<file path="config.mk">
export PLATFORM = sky130hd
export DESIGN_NAME = md_msg_decoder
export DESIGN_NICKNAME = d
export VERILOG_FILES = /design/src/rtl/md_msg_decoder.sv
export SDC_FILE = /design/constraint.sdc
export NUM_CORES = 1
export LEC_CHECK = 0
export BUFFER_PORTS_ARGS = -buffer_cell sky130_fd_sc_hd__buf_2
export CORE_MARGIN = 3
export CORE_UTILIZATION = 45
export DETAILED_ROUTE_END_ITERATION = 8
export GPL_ROUTABILITY_DRIVEN = 0
export GPL_TIMING_DRIVEN = 0
export PLACE_DENSITY_LB_ADDON = 0.15
export SKIP_CTS_REPAIR_TIMING = 1
export SYNTH_ARGS = -nofsm -noshare
export SYNTH_HDL_FRONTEND = slang
export SYNTH_SLANG_ARGS = --single-unit
</file>
<file path="constraint.sdc">
create_clock -name clk -period 6.75 [get_ports clk]
set_clock_uncertainty 0.2 [all_clocks]
set_input_delay 1.0125 -clock clk [delete_from_list [all_inputs] [get_ports clk]]
set_output_delay 1.0125 -clock clk [all_outputs]
set_load 0.005 [all_outputs]
</file>
<file path="src/rtl/md_msg_decoder.sv">
// Market-data datagram decoder: splits UDP payloads into 18-byte messages and queues them in a FIFO.
// Optional sequence-gap detection is enabled by defining MD_SEQ_GAP_CHECK_EN.
module md_msg_decoder #(
    parameter int unsigned FIFO_DEPTH = 4
) (
    input  logic        clk,
    input  logic        reset,
    input  logic        in_valid,
    input  logic [7:0]  in_data,
    output logic        out_valid,
    input  logic        out_ready,
    output logic [31:0] out_seq,
    output logic [7:0]  out_type,
    output logic [7:0]  out_side,
    output logic [31:0] out_order_id,
    output logic [31:0] out_price,
    output logic [31:0] out_qty,
    output logic [15:0] out_sym,
    output logic [15:0] drop_cnt,
    output logic [15:0] trunc_cnt,
    output logic [15:0] gap_cnt,
    output logic        gap_pulse
);

    localparam int unsigned PtrW   = $clog2(FIFO_DEPTH);
    localparam int unsigned EntryW = 160;

    typedef enum logic [1:0] {StIdle, StHdr, StMsg, StDrain} state_e;

    state_e        state_q, state_d;
    logic [2:0]    hdr_idx_q;
    logic [4:0]    byte_idx_q;
    logic [15:0]   msg_idx_q;
    logic [15:0]   msg_count_q;
    logic [31:0]   seq_q;
    logic [127:0]  body_q;
    logic [15:0]   count_now;
    logic          msg_done;
    logic          trunc_evt;
    logic          hdr_last;

    assign count_now = {msg_count_q[7:0], in_data};
    assign hdr_last  = in_valid && (state_q == StHdr) && (hdr_idx_q == 3'd5);

    always_comb begin
        state_d   = state_q;
        msg_done  = 1'b0;
        trunc_evt = 1'b0;
        if (!in_valid) begin
            state_d   = StIdle;
            trunc_evt = (state_q == StHdr) || ((state_q == StMsg) && (byte_idx_q != 5'd0));
        end else begin
            unique case (state_q)
                StIdle: state_d = StHdr;
                StHdr: begin
                    if (hdr_idx_q == 3'd5) begin
                        state_d = (count_now == 16'd0) ? StDrain : StMsg;
                    end
                end
                StMsg: begin
                    if (byte_idx_q == 5'd17) begin
                        msg_done = 1'b1;
                        if (msg_idx_q + 16'd1 == msg_count_q) begin
                            state_d = StDrain;
                        end
                    end
                end
                StDrain: state_d = StDrain;
                default: state_d = StIdle;
            endcase
        end
    end

    // Bytes 16-17 of each message are reserved; only bytes 0-15 are captured.
    always_ff @(posedge clk) begin
        if (reset) begin
            state_q     <= StIdle;
            hdr_idx_q   <= 3'd0;
            byte_idx_q  <= 5'd0;
            msg_idx_q   <= 16'd0;
            msg_count_q <= 16'd0;
            seq_q       <= 32'd0;
            body_q      <= 128'd0;
        end else begin
            state_q <= state_d;
            if (in_valid) begin
                unique case (state_q)
                    StIdle: begin
                        seq_q     <= {seq_q[23:0], in_data};
                        hdr_idx_q <= 3'd1;
                    end
                    StHdr: begin
                        hdr_idx_q <= hdr_idx_q + 3'd1;
                        if (hdr_idx_q < 3'd4) begin
                            seq_q <= {seq_q[23:0], in_data};
                        end else begin
                            msg_count_q <= count_now;
                        end
                        if (hdr_idx_q == 3'd5) begin
                            byte_idx_q <= 5'd0;
                            msg_idx_q  <= 16'd0;
                        end
                    end
                    StMsg: begin
                        if (byte_idx_q < 5'd16) begin
                            body_q <= {body_q[119:0], in_data};
                        end
                        if (byte_idx_q == 5'd17) begin
                            byte_idx_q <= 5'd0;
                            msg_idx_q  <= msg_idx_q + 16'd1;
                        end else begin
                            byte_idx_q <= byte_idx_q + 5'd1;
                        end
                    end
                    StDrain: ;
                    default: ;
                endcase
            end
        end
    end

    logic [EntryW-1:0] mem [FIFO_DEPTH];
    logic [PtrW:0]     wr_ptr_q, rd_ptr_q;
    logic              fifo_full, fifo_empty, push, pop;
    logic [EntryW-1:0] wdata, head;

    assign fifo_empty = (wr_ptr_q == rd_ptr_q);
    assign fifo_full  = (wr_ptr_q[PtrW] != rd_ptr_q[PtrW]) &&
                        (wr_ptr_q[PtrW-1:0] == rd_ptr_q[PtrW-1:0]);
    // Fullness is judged before any same-cycle pop.
    assign push       = msg_done && !fifo_full;
    assign pop        = !fifo_empty && out_ready;
    assign wdata      = {seq_q + {16'd0, msg_idx_q}, body_q};

    always_ff @(posedge clk) begin
        if (push) begin
            mem[wr_ptr_q[PtrW-1:0]] <= wdata;
        end
    end

    always_ff @(posedge clk) begin
        if (reset) begin
            wr_ptr_q <= '0;
            rd_ptr_q <= '0;
        end else begin
            if (push) wr_ptr_q <= wr_ptr_q + 1'b1;
            if (pop)  rd_ptr_q <= rd_ptr_q + 1'b1;
        end
    end

    // Storage is not reset, so fields are forced to zero while the FIFO is empty.
    assign head         = fifo_empty ? '0 : mem[rd_ptr_q[PtrW-1:0]];
    assign out_valid    = !fifo_empty;
    assign out_seq      = head[159:128];
    assign out_type     = head[127:120];
    assign out_side     = head[119:112];
    assign out_order_id = head[111:80];
    assign out_price    = head[79:48];
    assign out_qty      = head[47:16];
    assign out_sym      = head[15:0];

    logic [15:0] drop_cnt_q, trunc_cnt_q;

    always_ff @(posedge clk) begin
        if (reset) begin
            drop_cnt_q  <= 16'd0;
            trunc_cnt_q <= 16'd0;
        end else begin
            if (msg_done && fifo_full && (drop_cnt_q != 16'hFFFF)) begin
                drop_cnt_q <= drop_cnt_q + 16'd1;
            end
            if (trunc_evt && (trunc_cnt_q != 16'hFFFF)) begin
                trunc_cnt_q <= trunc_cnt_q + 16'd1;
            end
        end
    end

    assign drop_cnt  = drop_cnt_q;
    assign trunc_cnt = trunc_cnt_q;

`ifdef MD_SEQ_GAP_CHECK_EN
    logic [31:0] exp_seq_q;
    logic        exp_valid_q;
    logic        gap_pulse_q;
    logic [15:0] gap_cnt_q;
    logic        gap_hit;

    assign gap_hit = in_valid && (state_q == StHdr) && (hdr_idx_q == 3'd3) && exp_valid_q &&
                     ({seq_q[23:0], in_data} != exp_seq_q);

    always_ff @(posedge clk) begin
        if (reset) begin
            exp_seq_q   <= 32'd0;
            exp_valid_q <= 1'b0;
            gap_pulse_q <= 1'b0;
            gap_cnt_q   <= 16'd0;
        end else begin
            gap_pulse_q <= gap_hit;
            if (gap_hit && (gap_cnt_q != 16'hFFFF)) begin
                gap_cnt_q <= gap_cnt_q + 16'd1;
            end
            if (hdr_last) begin
                exp_seq_q   <= seq_q + {16'd0, count_now};
                exp_valid_q <= 1'b1;
            end
        end
    end

    assign gap_pulse = gap_pulse_q;
    assign gap_cnt   = gap_cnt_q;
`else
    logic unused_hdr_last;
    assign unused_hdr_last = hdr_last;
    assign gap_pulse       = 1'b0;
    assign gap_cnt         = 16'd0;
`endif

endmodule

</file>
==> results.txt <==
outcome: completed
Synth cell types: 73
Slew headroom: 22.4%
largest family of logic cells by synthesized area: simple AND/OR/NAND/NOR gates
Clock transition at path regs: 60 ps
remaining global-route overflow: 0
ant diodes: 0
CP cell instances: clkbuf_1, clkbuf_1, buf_1, mux4_2, nor2b_1, buf_2
final hold vios: 0
Post-layout nets: 2807
endpoints failing setup: 0
max-slew violations: 0
clk buf depth: 3
type of the worst setup path: flop to primary output
top post-synthesis cells by area: edfxtp_1 (55%), dfxtp_1 (14%), mux4_2 (10%), nand2_1 (4.3%), a21oi_1 (3.2%)
routed vias/inst: 5.39
share of cells above drive strength 1: 19.7%
GRT Util Overall: 19.3%
top cell type's share of synthesized area: 54.7%
Synth Area in Compound Gates: 5.12%
WP data arrival: 3950 ps
via count: 20900
post-route ant nets: 0
Mapped Cells: 2441
die footprint: 81400 um2
Post-Synth Adder-Cell Area: 1.12%
Util after Layout: 53.4%
hold crit path type: flop to flop
switching share of power: 19.0%
RSZ-0062 raised after global routing: no
Yosys top cell by area: edfxtp_1
Slowest cell on crit path: clkbuf_1
initial antenna violation count: 2
Final period util: 76.4%
Detail Placement HPWL: 52800 um
prevailing post-synth register cell: edfxtp_1
die width: 285 um
first-pass GRT wire length: 122000 um
simple-gate share of the synthesized area: 10.9%
worst skew pair latency: 620 ps
asr flop ratio synth: 0%
Clk pwr share: 46.5%
xor-xnor portion of the synthesized cell area: 1.75%
Max VDD drop: 0.000186 V
Sequential Power Share: 52.6%
Core Region: 76600 um2
1st-iter DRT viols: 1581
measured slew at the worst slew-check pin: 1160 ps
post-synthesis sequential area ratio: 68.5%
Worst path most repeated cell: clkbuf_1
Area Growth Syn to Fin: 16.5%
count of buffers from port buffering: 203
H-tree lvl count: 3
post-placement cell count: 3703
Crit Path Max Fanout: 10
Initial Utilization: 45.8%
Fmax: 194 MHz
fraction of synthesized area in multiplexers: 10.4%
synthesized area: 35100 um2
Yosys warnings: 0
max-cap viol count: 0
Clock Sinks: 882
TritonCTS buffer count: 90
DRC viols: 0
cell internal pwr: 8860 uW
vias in the first global route: 21300
Comb pwr share: 0.9%
Mapped Avg Cell Area: 14.4 um2
Psw: 2080 uW
fin cells: 3871
Final min period: 5160 ps
Leak: 0.0137 uW
# IOs: 222
setup ws final: 1590 ps
routed length per instance: 20.4 um
max incr delay on CP: 790 ps
dpl ws: 2010 ps
EDFF count, synth: 640
CTS tree: done
WL final: 79000 um
Startpoint Class: flop
number of synthesized register bits: 882
Detailed Routing Iterations Pass 1: 6
Setup crit end kind: primary output
clk root buf: clkbuf_16
CP Data Required Time: 5540 ps
die extent in y: 285 um
Core Rows: 101
fillers: 6372
largest net degree at the start of global routing: 55
Power Density: 267 nW/um2
## critical path: cells and delay by family, from the launching register on
family	cells	cell delay, ps
flops	1	320
simple gates	1	220
mux	1	580
buf+inv	4	2190
## flip-flops by register name, indices dropped and copies added (netlist names), named ones only
name and count:
mem 640, msg_count_q 16, body_q 128, msg_idx_q 16
drop_cnt 16, hdr_idx_q 3, state_q 2, byte_idx_q 5
trunc_cnt 16, wr_ptr_q 3, seq_q 32, rd_ptr_q 3
## power groups by stage
stage          Sequential, uW  Combinational (uW)  Clock [uW]
2_1_floorplan            5870                60.3           0
3_3_place_gp             5870                92.7           0
3_5_place_dp             5870                94.7           0
4_1_cts                  5750                95.3        5180
5_1_grt                  5750                 106        5410
6_report                 5750                96.4        5090
## worst paths after layout
path / start / endpoint / slack (ps) / cells after the start
max: flop / out_seq[1] / 1590 / 6
min reg2reg: msg_count_q[8] / msg_count_q[8] / 270 / 2
max reg2reg: byte_idx_q[1] / mem[1][80] / 2810 / 8
min: msg_count_q[8] / msg_count_q[8] / 270 / 2
## cell usage in the layout (no fill, tap or decap), drive strengths merged, types with 17 or more instances in the layout
cell / count
clkbuf: 240
inv: 24
xor2: 23
a21oi: 225
nor2: 71
mux4: 160
nand2: 398
o21ai: 32
dfxtp: 242
nor2b: 169
clkinv: 24
nor3: 33
buf: 261
xnor2: 47
ha: 29
conb: 17
edfxtp: 640
nand3: 29
## metal layers
layer	vias to the layer above	track usage, %	share of wire [%]
met4	0	5.53	2.2
met2	570	32.2	49
met3	104	3.07	5.6
met5	-	0	0
li1	9704	-	-
met1	10500	26.4	44
## logic make-up (layout without fill, tap and decap cells)
group | count (synthesis) | after routing
fa+ha+maj | 31 | 31
flops | 882 | 882
simple gates | 796 | 796
mux | 165 | 165
buf+inv | 178 | 562
compound gates | 318 | 318
other cells | 1 | 17
xor+xnor | 70 | 70
## layout make-up
class / count / area [um2] / share of cell area [%]
Sequential cell: 882 / 24100 / 58.8
Multi-Input combinational cell: 1397 / 10400 / 25.4
Clock buffer: 129 / 2540 / 6.21
Timing Repair Buffer: 216 / 1360 / 3.32
Tap cell: 1030 / 1290 / 3.15
Buffer: 156 / 667 / 1.63
Clock inverter: 39 / 527 / 1.29
Inverter: 22 / 82.6 / 0.202
## Yosys cell counts, types with 13 or more instances
cell      count
o21ai_0      30
inv_1        22
xnor2_1      47
xor2_1       23
nor4_1       13
a21oi_1     225
dfxtp_1     242
nor2_1       71
buf_1        16
buf_4        18
ha_1         29
edfxtp_1    640
clkbuf_1    111
nand2_1     398
nor3_1       33
mux4_2      160
nor2b_1     169
nand3_1      27
## metrics by stage
stage / total power (uW) / cell area, um2 / hold slack, ps / setup TNS (ps)
global route: 11300 / 40900 / 299 / 0
detailed placement: 5960 / 37800 / 264 / 0
finish: 10900 / 40900 / 269 / 0
global placement: 5960 / 37500 / 255 / -2204110
CTS: 11000 / 40900 / 272 / 0
floorplan: 5930 / 35200 / 248 / 0
Note: power is estimated with default switching activity, not from simulation.
